===== src/rtl/mips_fetch_stage.sv =====
// ---------------------------------------------------------------------------
// mips_fetch_stage
//
// Instruction fetch stage sitting between the mips_memory2 read port and the
// decode stage. It owns the fetch PC, issues single-word reads, buffers the
// returned words together with their PC in a small FIFO, and hands them to
// decode under a valid/stall handshake. Taken branches/jumps redirect the PC
// and throw away every wrong-path word, whether buffered or still returning.
//
// Ports
//   clk, rst          clock; synchronous active-high reset
//   stall             decode cannot take the presented instruction
//   redirect_valid    load redirect_pc (word aligned) as the new fetch PC
//   redirect_pc       redirect target
//   mem_addr          read address (current fetch PC)
//   mem_enable        read request strobe
//   mem_rw            always 0 (read)
//   mem_access_size   always 2'b00 (single word)
//   mem_busy          memory refuses the request this cycle
//   mem_dout          read data, valid the cycle after a request is accepted
//   insn, insn_pc     FIFO head: instruction word and its address
//   insn_valid        FIFO head holds a valid instruction
// ---------------------------------------------------------------------------
module mips_fetch_stage #(
  parameter logic [31:0] START_ADDR = 32'h8002_0000,
  parameter int          DEPTH      = 2
) (
  input  logic        clk,
  input  logic        rst,
  input  logic        stall,
  input  logic        redirect_valid,
  input  logic [31:0] redirect_pc,
  output logic [31:0] mem_addr,
  output logic        mem_enable,
  output logic        mem_rw,
  output logic [1:0]  mem_access_size,
  input  logic        mem_busy,
  input  logic [31:0] mem_dout,
  output logic [31:0] insn,
  output logic [31:0] insn_pc,
  output logic        insn_valid
);

  localparam int PTR_W = $clog2(DEPTH);
  localparam int CNT_W = $clog2(DEPTH + 1);

  typedef enum logic [1:0] {
    BOOT,
    FETCH,
    REDIR
  } state_t;

  state_t state;
  state_t state_next;

  logic [31:0] pc_req;
  logic [31:0] inflight_pc;
  logic        inflight;
  logic        squash;

  logic [31:0] fifo_insn [DEPTH];
  logic [31:0] fifo_pc   [DEPTH];
  logic [PTR_W-1:0] rd_ptr;
  logic [PTR_W-1:0] wr_ptr;
  logic [CNT_W-1:0] count;

  logic redirect_take;
  logic accept;
  logic push;
  logic pop;

  // Redirects are ignored only in BOOT. Issue is throttled so that every
  // outstanding request already has a FIFO slot reserved for its data, which
  // is why a push can never hit a full FIFO.
  always_comb begin
    redirect_take = redirect_valid && (state != BOOT);
    mem_enable    = (state == FETCH) && !redirect_valid &&
                    ((int'(count) + int'(inflight)) < DEPTH);
    accept        = mem_enable && !mem_busy;
    push          = inflight && !squash && !redirect_take;
    pop           = insn_valid && !stall && !redirect_take;
  end

  always_comb begin
    mem_addr        = pc_req;
    mem_rw          = 1'b0;
    mem_access_size = 2'b00;
    insn            = fifo_insn[rd_ptr];
    insn_pc         = fifo_pc[rd_ptr];
    insn_valid      = (count != '0);
  end

  // A redirect while already in REDIR keeps us in the bubble so the new
  // target gets its own idle cycle before fetching resumes.
  always_comb begin
    state_next = state;
    case (state)
      BOOT:    state_next = FETCH;
      FETCH:   if (redirect_valid) state_next = REDIR;
      REDIR:   state_next = redirect_valid ? REDIR : FETCH;
      default: state_next = BOOT;
    endcase
  end

  // The word returning in a redirect cycle is dropped simply by not pushing
  // it. squash covers a request that would still be outstanding after the
  // redirect edge; because issue is suppressed while redirect_valid is high,
  // that request cannot exist, but the flag keeps the drop rule explicit.
  always_ff @(posedge clk) begin
    if (rst) begin
      state       <= BOOT;
      pc_req      <= START_ADDR;
      inflight    <= 1'b0;
      inflight_pc <= '0;
      squash      <= 1'b0;
      rd_ptr      <= '0;
      wr_ptr      <= '0;
      count       <= '0;
      for (int i = 0; i < DEPTH; i++) begin
        fifo_insn[i] <= '0;
        fifo_pc[i]   <= '0;
      end
    end else begin
      state    <= state_next;
      inflight <= accept;

      if (accept) begin
        inflight_pc <= pc_req;
        pc_req      <= pc_req + 32'd4;
      end

      if (inflight && squash) begin
        squash <= 1'b0;
      end

      if (redirect_take) begin
        pc_req <= {redirect_pc[31:2], 2'b00};
        squash <= accept;
        rd_ptr <= '0;
        wr_ptr <= '0;
        count  <= '0;
      end else begin
        if (push) begin
          fifo_insn[wr_ptr] <= mem_dout;
          fifo_pc[wr_ptr]   <= inflight_pc;
          wr_ptr            <= wr_ptr + 1'b1;
        end
        if (pop) begin
          rd_ptr <= rd_ptr + 1'b1;
        end
        case ({push, pop})
          2'b10:   count <= count + 1'b1;
          2'b01:   count <= count - 1'b1;
          default: count <= count;
        endcase
      end
    end
  end

endmodule


===== config.mk =====
export PLATFORM = sky130hd
export DESIGN_NAME = mips_fetch_stage
export DESIGN_NICKNAME = d
export VERILOG_FILES = /design/src/rtl/mips_fetch_stage.sv
export SDC_FILE = /design/constraint.sdc
export NUM_CORES = 1
export LEC_CHECK = 0
export CAP_MARGIN = 15
export CORE_MARGIN = 2
export CORE_UTILIZATION = 42
export CTS_CLUSTER_SIZE = 24
export DETAILED_ROUTE_END_ITERATION = 10
export PLACE_DENSITY_LB_ADDON = 0.12
export SYNTH_ARGS = -nofsm -noshare
export SYNTH_HDL_FRONTEND = slang
export SYNTH_SLANG_ARGS = --single-unit

===== constraint.sdc =====
create_clock -name clk -period 4.7 [get_ports clk]
set_input_delay 0.47 -clock clk [delete_from_list [all_inputs] [get_ports clk]]
set_output_delay 0.47 -clock clk [all_outputs]
set_load 0.02 [all_outputs]

==> flow_metrics.py <==
metrics = {
    "cells_and_area": {
        "finalNetCount": 936,
        "fin_util_pct": 55.8,
        "area_growth_pct": 29.5,
        "multi_input_area_sq_um": 3140,
        "num-fill-cells": 1692,
        "drive_gt1_share_pct": 13.3,
        "final-seq-area_sq_um": 5110,
        "insertedDiodeCount": 0,
    },
    "routing": {
        "totalWireLength_microns": 19100,
        "dr.pass1.iters": 5,
        "drtIter0Drc": 321,
        "drc": 0,
        "ant_nets": 0,
        "wire_per_inst_microns": 16.7,
        "via_per_inst": 5.08,
        "vias": 5812,
    },
    "yosys": {
        "ys_seq_area_share_pct": 60.7,
        "yosysMostFrequentCell": "and2_1",
        "synth-edff-count": 124,
        "synth_area_leaders": "edfxtp_1, dfxtp_1, and2_1",
        "syn-cell-area_sq_um": 8410,
        "synth_commonest_cells": "and2_1, edfxtp_1, nand2_1",
        "synthDistinctLibCells": 45,
        "yosysTopAreaCell": "edfxtp_1",
        "avgSynthCellArea_sq_um": 11.7,
        "yosysWarnings": 0,
        "ys_ff_latch": 193,
        "async_reset_ff_share_pct": 0,
        "synth_cells": 718,
        "yosysTopAreaCellShare_pct": 44.3,
        "synthFlopType": "edfxtp_1",
    },
    "sta": {
        "finalSetupTns_ns": 0,
        "fmax_mhz": 316,
        "fin_skew_ns": 0.00964,
        "timing.slew.headroom_pct": 38.2,
        "min_period_ns": 3.16,
        "hold_violations": 0,
        "rsz0062_at_grt": "false",
        "period_share_pct": 67.3,
        "drv_slew": 0,
        "setup_viol": 0,
        "worst_pin_slew_ns": 0.926,
    },
    "clock_tree": {
        "clock_sinks": 193,
        "cts_tree": "done",
        "path_clk_slew_ns": 0.08,
        "cts_setup_buffers": 0,
        "cts-buffers-inserted": 17,
        "cts_root_buf": "clkbuf_16",
        "clock_path_buffers": 2,
        "postCtsHoldBufs": 0,
        "cts-resized-gates": 0,
        "htreeDepth": 4,
        "clkLatencyLatePin_ns": 0.43,
    },
    "die": {
        "die_height_microns": 146,
        "start_util_pct": 43.1,
        "die_area_sq_um": 21200,
        "core.rowCount": 51,
        "coreArea_sq_um": 19500,
        "die_w_microns": 146,
        "ioPinCount": 170,
    },
    "setup_path": {
        "worstSetupPathType": "reg -> out",
        "path_buf_inv": 2,
        "start_kind": "register",
        "cp_slowest_cell": "dfxtp_2",
        "critical-path-top-delay-family": "buffers and inverters",
        "cp-end-kind": "output pin",
        "crit_fanout": 32,
        "critPathArrivalTime_ns": 2.69,
        "cp_cell_sequence": "buf_4 > mux2_2 > clkdlybuf4s50_1",
        "critPathRequiredTime_ns": 4.23,
        "slowest_delay_ns": 0.93,
    },
    "run_status": {
        "outcome": "completed",
    },
    "power_and_ir_drop": {
        "p_leak_nw": 3.84,
        "ir_drop_mv": 0.275,
        "p_per_area_nw_per_um2": 347,
    },
    "placement": {
        "dpl.hpwl_microns": 12100,
        "gp_congestion": 0.829,
        "port_buffers": 160,
    },
    "grt": {
        "grt_pass1_vias": 6017,
        "grt_pass1_wl_microns": 31200,
        "grt_start_max_net_pins": 65,
        "grtUsageTotal_pct": 18.5,
        "antenna_found_initial": 0,
        "grt_overflow": 0,
    },
    "worst_hold_path": {
        "hp-class": "in -> reg",
    },
    "flow_run": {
        "cap_violations": 0,
    },
}
==> state kept, by name, summed over array words and instances, names as in the netlist, named ones only <==
| signal | count |
|---|---|
| fifo_insn | 64 |
| fifo_pc | 60 |
| inflight_pc | 30 |
| mem_addr | 30 |
| count | 2 |
| state | 2 |
| inflight | 1 |
| rd_ptr | 1 |
| squash | 1 |
| wr_ptr | 1 |
==> where the power goes <==
| group | switching, mW | internal [mW] | leakage (nW) | total [mW] |
|---|---|---|---|---|
| clock network | 0.682 | 0.794 | 0.303 | 1.48 |
| registers | 0.0524 | 1.87 | 1.84 | 1.92 |
| logic | 0.193 | 0.186 | 1.70 | 0.379 |
| total | 0.928 | 2.85 | 3.84 | 3.77 |
==> layout make-up <==
class                   count  area share, %
repair buffers            171           15.4
well taps                 265           3.05
multi-input cells         476           28.8
inverters                   6          0.207
clock buffers              18           4.14
flip-flops and latches    193           46.9
clock inverters            14           1.47
==> metal layers <==
layer	up-vias	track usage, %	share of wire [%]
met3	26	4.58	6.2
li1	2816	-	-
met1	2799	23.1	44
met2	171	31.1	48
met5	-	0	0
met4	0	6.81	1.7
==> cells in the final DEF (no fill, tap or decap), types with 17 or more instances in the layout <==
cell / instances
a211oi_1: 17
a21oi_1: 38
and2_1: 127
clkbuf_16: 18
clkdlybuf4s50_1: 159
dfxtp_1: 68
edfxtp_1: 124
mux2_2: 64
nand2_1: 78
nor2_1: 31
xnor2_1: 20
==> logic make-up (layout without fill, tap and decap cells) <==
| group | after synthesis | in the layout | share of synthesized area, % |
|---|---|---|---|
| buffers and inverters | 55 | 209 | 2.77 |
| AO/OA/AOI/OAI | 79 | 79 | 5.77 |
| adder cells (fa/ha/maj) | 2 | 2 | 0.298 |
| XOR/XNOR | 22 | 22 | 2.29 |
| other | 1 | 7 | 0.0446 |
| multiplexers | 66 | 66 | 8.81 |
| AND/OR/NAND/NOR | 300 | 300 | 19.3 |
| flip-flops | 193 | 193 | 60.7 |
==> stage by stage <==
| step | std cells | hold slack (ns) | cell area, sq um | power, mW | worst slack [ns] |
|---|---|---|---|---|---|
| after floorplan | 724 | 0.421 | 8430 | 2.14 | 0.331 |
| after global placement | 1111 | 0.443 | 10300 | 2.33 | 1.78 |
| after detailed placement | 1111 | 0.451 | 10300 | 2.34 | 1.71 |
| after CTS | 1143 | 0.253 | 10900 | 3.81 | 1.46 |
| after global routing | 1143 | 0.271 | 10900 | 3.90 | 1.39 |
| final | 1143 | 0.270 | 10900 | 3.77 | 1.54 |
==> path summary, 6_finish.rpt <==
kind / startpoint / end / slack, ns / cells past startpoint
hold reg to reg: inflight_pc[4] / inflight_pc[4] / 0.46 / 2
hold / removal: rst / inflight / 0.27 / 2
setup reg to reg: mem_addr[5] / mem_addr[30] / 2.11 / 5
setup / recovery: register / insn_pc[24] / 1.54 / 3
Power figures use the tool's default switching activity.
==> RTL change 1: new RTL, config.mk and constraints unchanged <==
Re-encode `state_t` (3 states) as one-hot, 3 bits wide.
--- a/src/rtl/mips_fetch_stage.sv
+++ b/src/rtl/mips_fetch_stage.sv
@@ -44,10 +44,10 @@
   localparam int PTR_W = $clog2(DEPTH);
   localparam int CNT_W = $clog2(DEPTH + 1);
 
-  typedef enum logic [1:0] {
-    BOOT,
-    FETCH,
-    REDIR
+  typedef enum logic [2:0] {
+    BOOT  = 3'b001,
+    FETCH = 3'b010,
+    REDIR = 3'b100
   } state_t;
 
   state_t state;
Formal check against the unedited RTL: no difference found for any inputs over 4 cycles, from zero or initial values and one cycle with rst high; so few cycles prove little.
==> RTL change 1 against the original RTL <==
Clock power shrank 3%; worst setup slack lost 5.9 ps; final area increased by 0.28%; maximum frequency is 0.19% lower; register-to-register slack got worse by 370 ps; synthesized area rose by 1.3%; sequential cell count up 1; total power is 0.71% higher; die area increased by 1.2%; cell count rose by 0.79%; utilization is 1.3 points lower; count of clock-buffer cells in the layout grew 5; wire length rose by 0.71%; largest cell class unchanged; largest power group unchanged.
==> RTL change 1: results (changes against the original RTL) <==
* Outcome: complete, no violations (unchanged)
* Fin Clk Skew at 9.21 ps (was 9.64 ps)
* GRT Total Usage at 0.184 (was 0.185)
* Hold Startpoint: inflight_pc[14]$_SDFFE_PP0P_ (was rst)
* Max VDD drop at 259 uV (was 275 uV)
* Pre-CTS WS at 1510 ps (was 1710 ps)
* Initial DRC count at 338 (was 321)
* Top area cells in the synthesized netlist: edfxtp_1, dfxtp_1, and2_1, mux2_2, nand2_1 (unchanged)
* Synth Area in Compound Gates at 0.0605 (was 0.0577)
* Vias in the first global route at 5967 (was 6017)
* FF-to-FF setup slack at 1740 ps (was 2110 ps)
* Multi-input gate share of total cell area at 0.292 (was 0.288)
* Number of multi-input logic gates at 481 (was 476)
* DP Area at 0.0103 mm^2 (about the same)
* Distinct cells, synth at 46 (was 45)
* Layout Nets at 940 (was 936)
* Clock-cell share at 0.0534 (was 0.0561)
* Largest net degree at the start of global routing at 68 (was 65)
* Worst reg2reg path startpoint: state[0]$_SDFFE_PP1P_ (was mem_addr[5]$_SDFFE_PP0P_)
* Worst hold path type: reg -> reg (was in -> reg)
* Xor/xnor cell area share of the yosys netlist at 0.0226 (was 0.0229)
* Hold path endpoint: inflight_pc[14]$_SDFFE_PP0P_ (was inflight$_SDFF_PP0_)
* Worst slew pin tran at 1090 ps (was 926 ps)
* #FFs+latches synth at 194 (was 193)
* Leak pwr at 3.87 nW (was 3.84 nW)
* First-pass GRT wire length at 31200 um (about the same)
* Sequential cell area share at 0.470 (was 0.469)
* Commonest cells in the netlist: and2_1, edfxtp_1, nand2_1 (unchanged)
* Mux cell area share after synthesis at 0.0833 (was 0.0881)
* Seq/Total Area, Yosys at 0.602 (was 0.607)
* Fillers at 1769 (was 1692)
* Hpwl dp at 12600 um (was 12100 um)
* Ratio of cells with drive above 1 in the final layout at 0.127 (was 0.133)
* # Taps at 270 (was 265)
* WL final at 19200 um (was 19100 um)
* Synth Area in Adders at 0.00294 (was 0.00298)
* Non-clock buffer share at 0.152 (was 0.154)
[RTL change 1: per-stage QoR]
stage | std cells | utilization | hold WS [ps] | TNS (ps)
6_report | 1152 | 0.545 | 462 | 0
3_3_place_gp | 1120 | 0.516 | 451 | 0
4_1_cts | 1152 | 0.545 | 465 | 0
3_5_place_dp | 1120 | 0.516 | 457 | 0
2_1_floorplan | 735 | - | 438 | -167630
5_1_grt | 1152 | 0.545 | 480 | 0
[RTL change 1: layer usage]
layer	GRT usage	vias to the layer above	routed length, um
met4	0.0621	0	342
met2	0.283	205	8660
met3	0.0456	23	1130
met5	0	-	0
met1	0.257	2853	9120
li1	-	2865	-
[RTL change 1: report_power, final]
group	switching (W)	leakage (nW)	internal (W)
combinational	0.000219	1.73	0.000202
clock	0.000601	0.291	0.000830
sequential	0.0000684	1.85	0.00188
total	0.000888	3.87	0.00291
==> RTL change 2: new RTL, config.mk and constraints unchanged <==
Without the edit above. `DEPTH`: 2 -> 4.
--- a/src/rtl/mips_fetch_stage.sv
+++ b/src/rtl/mips_fetch_stage.sv
@@ -23,7 +23,7 @@
 // ---------------------------------------------------------------------------
 module mips_fetch_stage #(
   parameter logic [31:0] START_ADDR = 32'h8002_0000,
-  parameter int          DEPTH      = 2
+  parameter int          DEPTH      = 4
 ) (
   input  logic        clk,
   input  logic        rst,
Behaviour: not the same (Yosys sat finds a counterexample within 4 cycles, from zero or initial values and one cycle with rst high).
==> RTL change 2 against the original RTL <==
Synthesized cell count up 50%; total power rose by 67%; sequential cell count up 128; maximum frequency fell by 4.8%; synthesized area increased by 61%; global-route usage rose by 0.31 points; die area rose by 59%; cell count grew 44%; wire length grew 63%; worst setup slack worse by 160 ps; final area is 53% higher.
==> RTL change 2: results (changes against the original RTL) <==
* First-pass GRT wire length at 48400 um (was 31200 um)
* Leak pwr at 6.07 nW (was 3.84 nW)
* Vias in the first global route at 8716 (was 6017)
* Xor/xnor cell area share of the yosys netlist at 0.0129 (was 0.0229)
* Initial antenna violation count at 0 (unchanged)
* Synth async-reset ratio at 0 (unchanged)
* Ratio of cells with drive above 1 in the final layout at 0.120 (was 0.133)
* DRT Pass-1 Iters at 6 (was 5)
* DR WL/cell at 18.9 um (was 16.7 um)
* Yosys warns at 0 (unchanged)
* Synth Area in Compound Gates at 0.0410 (was 0.0577)
* Gp weighted congestion at 0.809 (was 0.829)
* Commonest cells in the netlist: edfxtp_1, nor2_1, nand2_1 (was and2_1, edfxtp_1, nand2_1)
* Pre-CTS WS at 1530 ps (was 1710 ps)
* CTS clk-pin slew, worst paths at 60 ps (was 80 ps)
* Layout Nets at 1295 (was 936)
* Initial DRC count at 560 (was 321)
* Worst slew pin tran at 990 ps (was 926 ps)
* GRT Total Usage at 0.188 (was 0.185)
* Outcome: complete, no violations (unchanged)
* Seq/Total Area, Yosys at 0.657 (was 0.607)
* Vias at 8578 (was 5812)
* Mux cell area share after synthesis at 0.104 (was 0.0881)
* WL final at 31100 um (was 19100 um)
* Num CTS Buffers at 36 (was 17)
* DP Area at 0.0156 mm^2 (was 0.0103 mm^2)
* Root buf cell: clkbuf_16 (unchanged)
* N_diodes at 0 (unchanged)
* Distinct cells, synth at 49 (was 45)
* Max VDD drop at 216 uV (was 275 uV)
* Clock Path Buffers at 3 (was 2)
* Number of H-tree levels at 2 (was 4)
* Top area cells in the synthesized netlist: edfxtp_1, dfxtp_1, mux4_2, nor2_1, nand2_1 (was edfxtp_1, dfxtp_1, and2_1, mux2_2, nand2_1)
* Cts repair resizes at 0 (unchanged)
* Synth Area in Adders at 0.00332 (was 0.00298)
* Post-CTS Setup Bufs at 0 (unchanged)
* Post-synth EDFFs at 248 (was 124)
* Syn Inst Count at 1074 (was 718)
* Largest net degree at the start of global routing at 63 (was 65)
* Worst skew pair latency at 510 ps (was 430 ps)
* Placed cell count at 1587 (was 1111)
* Top Registers: fifo_insn (128), fifo_pc (120) (was fifo_insn (64), fifo_pc (60))
* Critical path peak fanout at 36 (was 32)
* Hpwl dp at 18100 um (was 12100 um)
* Fin Clk Skew at 13.4 ps (was 9.64 ps)
* Input/output buffers at 160 (unchanged)
* Critical path arrival at 2850 ps (was 2690 ps)
* Worst hold path type: in -> reg (unchanged)
[RTL change 2: cell types whose count changed in the layout (fill, tap and decap cells not counted), moves of 20 or more]
cell       change
and2_1        -92
clkbuf_16     +20
edfxtp_1     +124
inv_1         +65
mux2_2        -63
mux4_2        +62
nand2_1       +71
nor2_1       +152
[RTL change 2: worst paths after layout]
check	start	end	slack, ps	depth (start not counted)
hold reg to reg	inflight$_SDFF_PP0_	squash$_SDFFE_PP0P_	440	1
hold / removal	rst	inflight$_SDFF_PP0_	420	2
setup reg to reg	state[0]$_SDFFE_PP0P_	mem_addr[14]$_SDFFE_PP0P_	2070	5
setup / recovery	flop	insn_pc[15]	1380	3
[RTL change 2: worst max-delay path, cell delays in order, from the launching register on]
cell and delay (ps):
dfxtp_4 830, buf_4 330, mux4_2 510, clkdlybuf4s50_1 610
[RTL change 2: final cells by class]
| type | instances | area (um^2) |
|---|---|---|
| tap | 402 | 503 |
| inverter | 71 | 267 |
| timing repair buffer | 177 | 1740 |
| clock buffer | 44 | 983 |
| sequential | 321 | 8920 |
| clock inverter | 17 | 113 |
| fill | 2740 | 15000 |
| multi-input combinational | 616 | 4170 |
[RTL change 2: cells by family (layout without fill, tap and decap cells)]
group,after synthesis,count (layout)
AOI/OAI and AO/OA,91,91
xor gates and xnor gates,20,20
adders and majority gates,3,3
buffers and inverters,143,309
DFF,321,321
muxes,63,63
other,1,7
and+or+nand+nor,432,432
[RTL change 2: where the power goes]
part           total (W)  leakage, nW  internal (W)  switching (W)
Clock            0.00263        0.536       0.00154        0.00109
Combinational   0.000450         2.38      0.000205       0.000245
Sequential       0.00322         3.16       0.00315      0.0000624
[RTL change 2: per-layer routing]
layer,wire [um],track usage
met4,526,0.0486
met3,1720,0.0351
met2,14600,0.314
met1,14200,0.253
met5,0,0
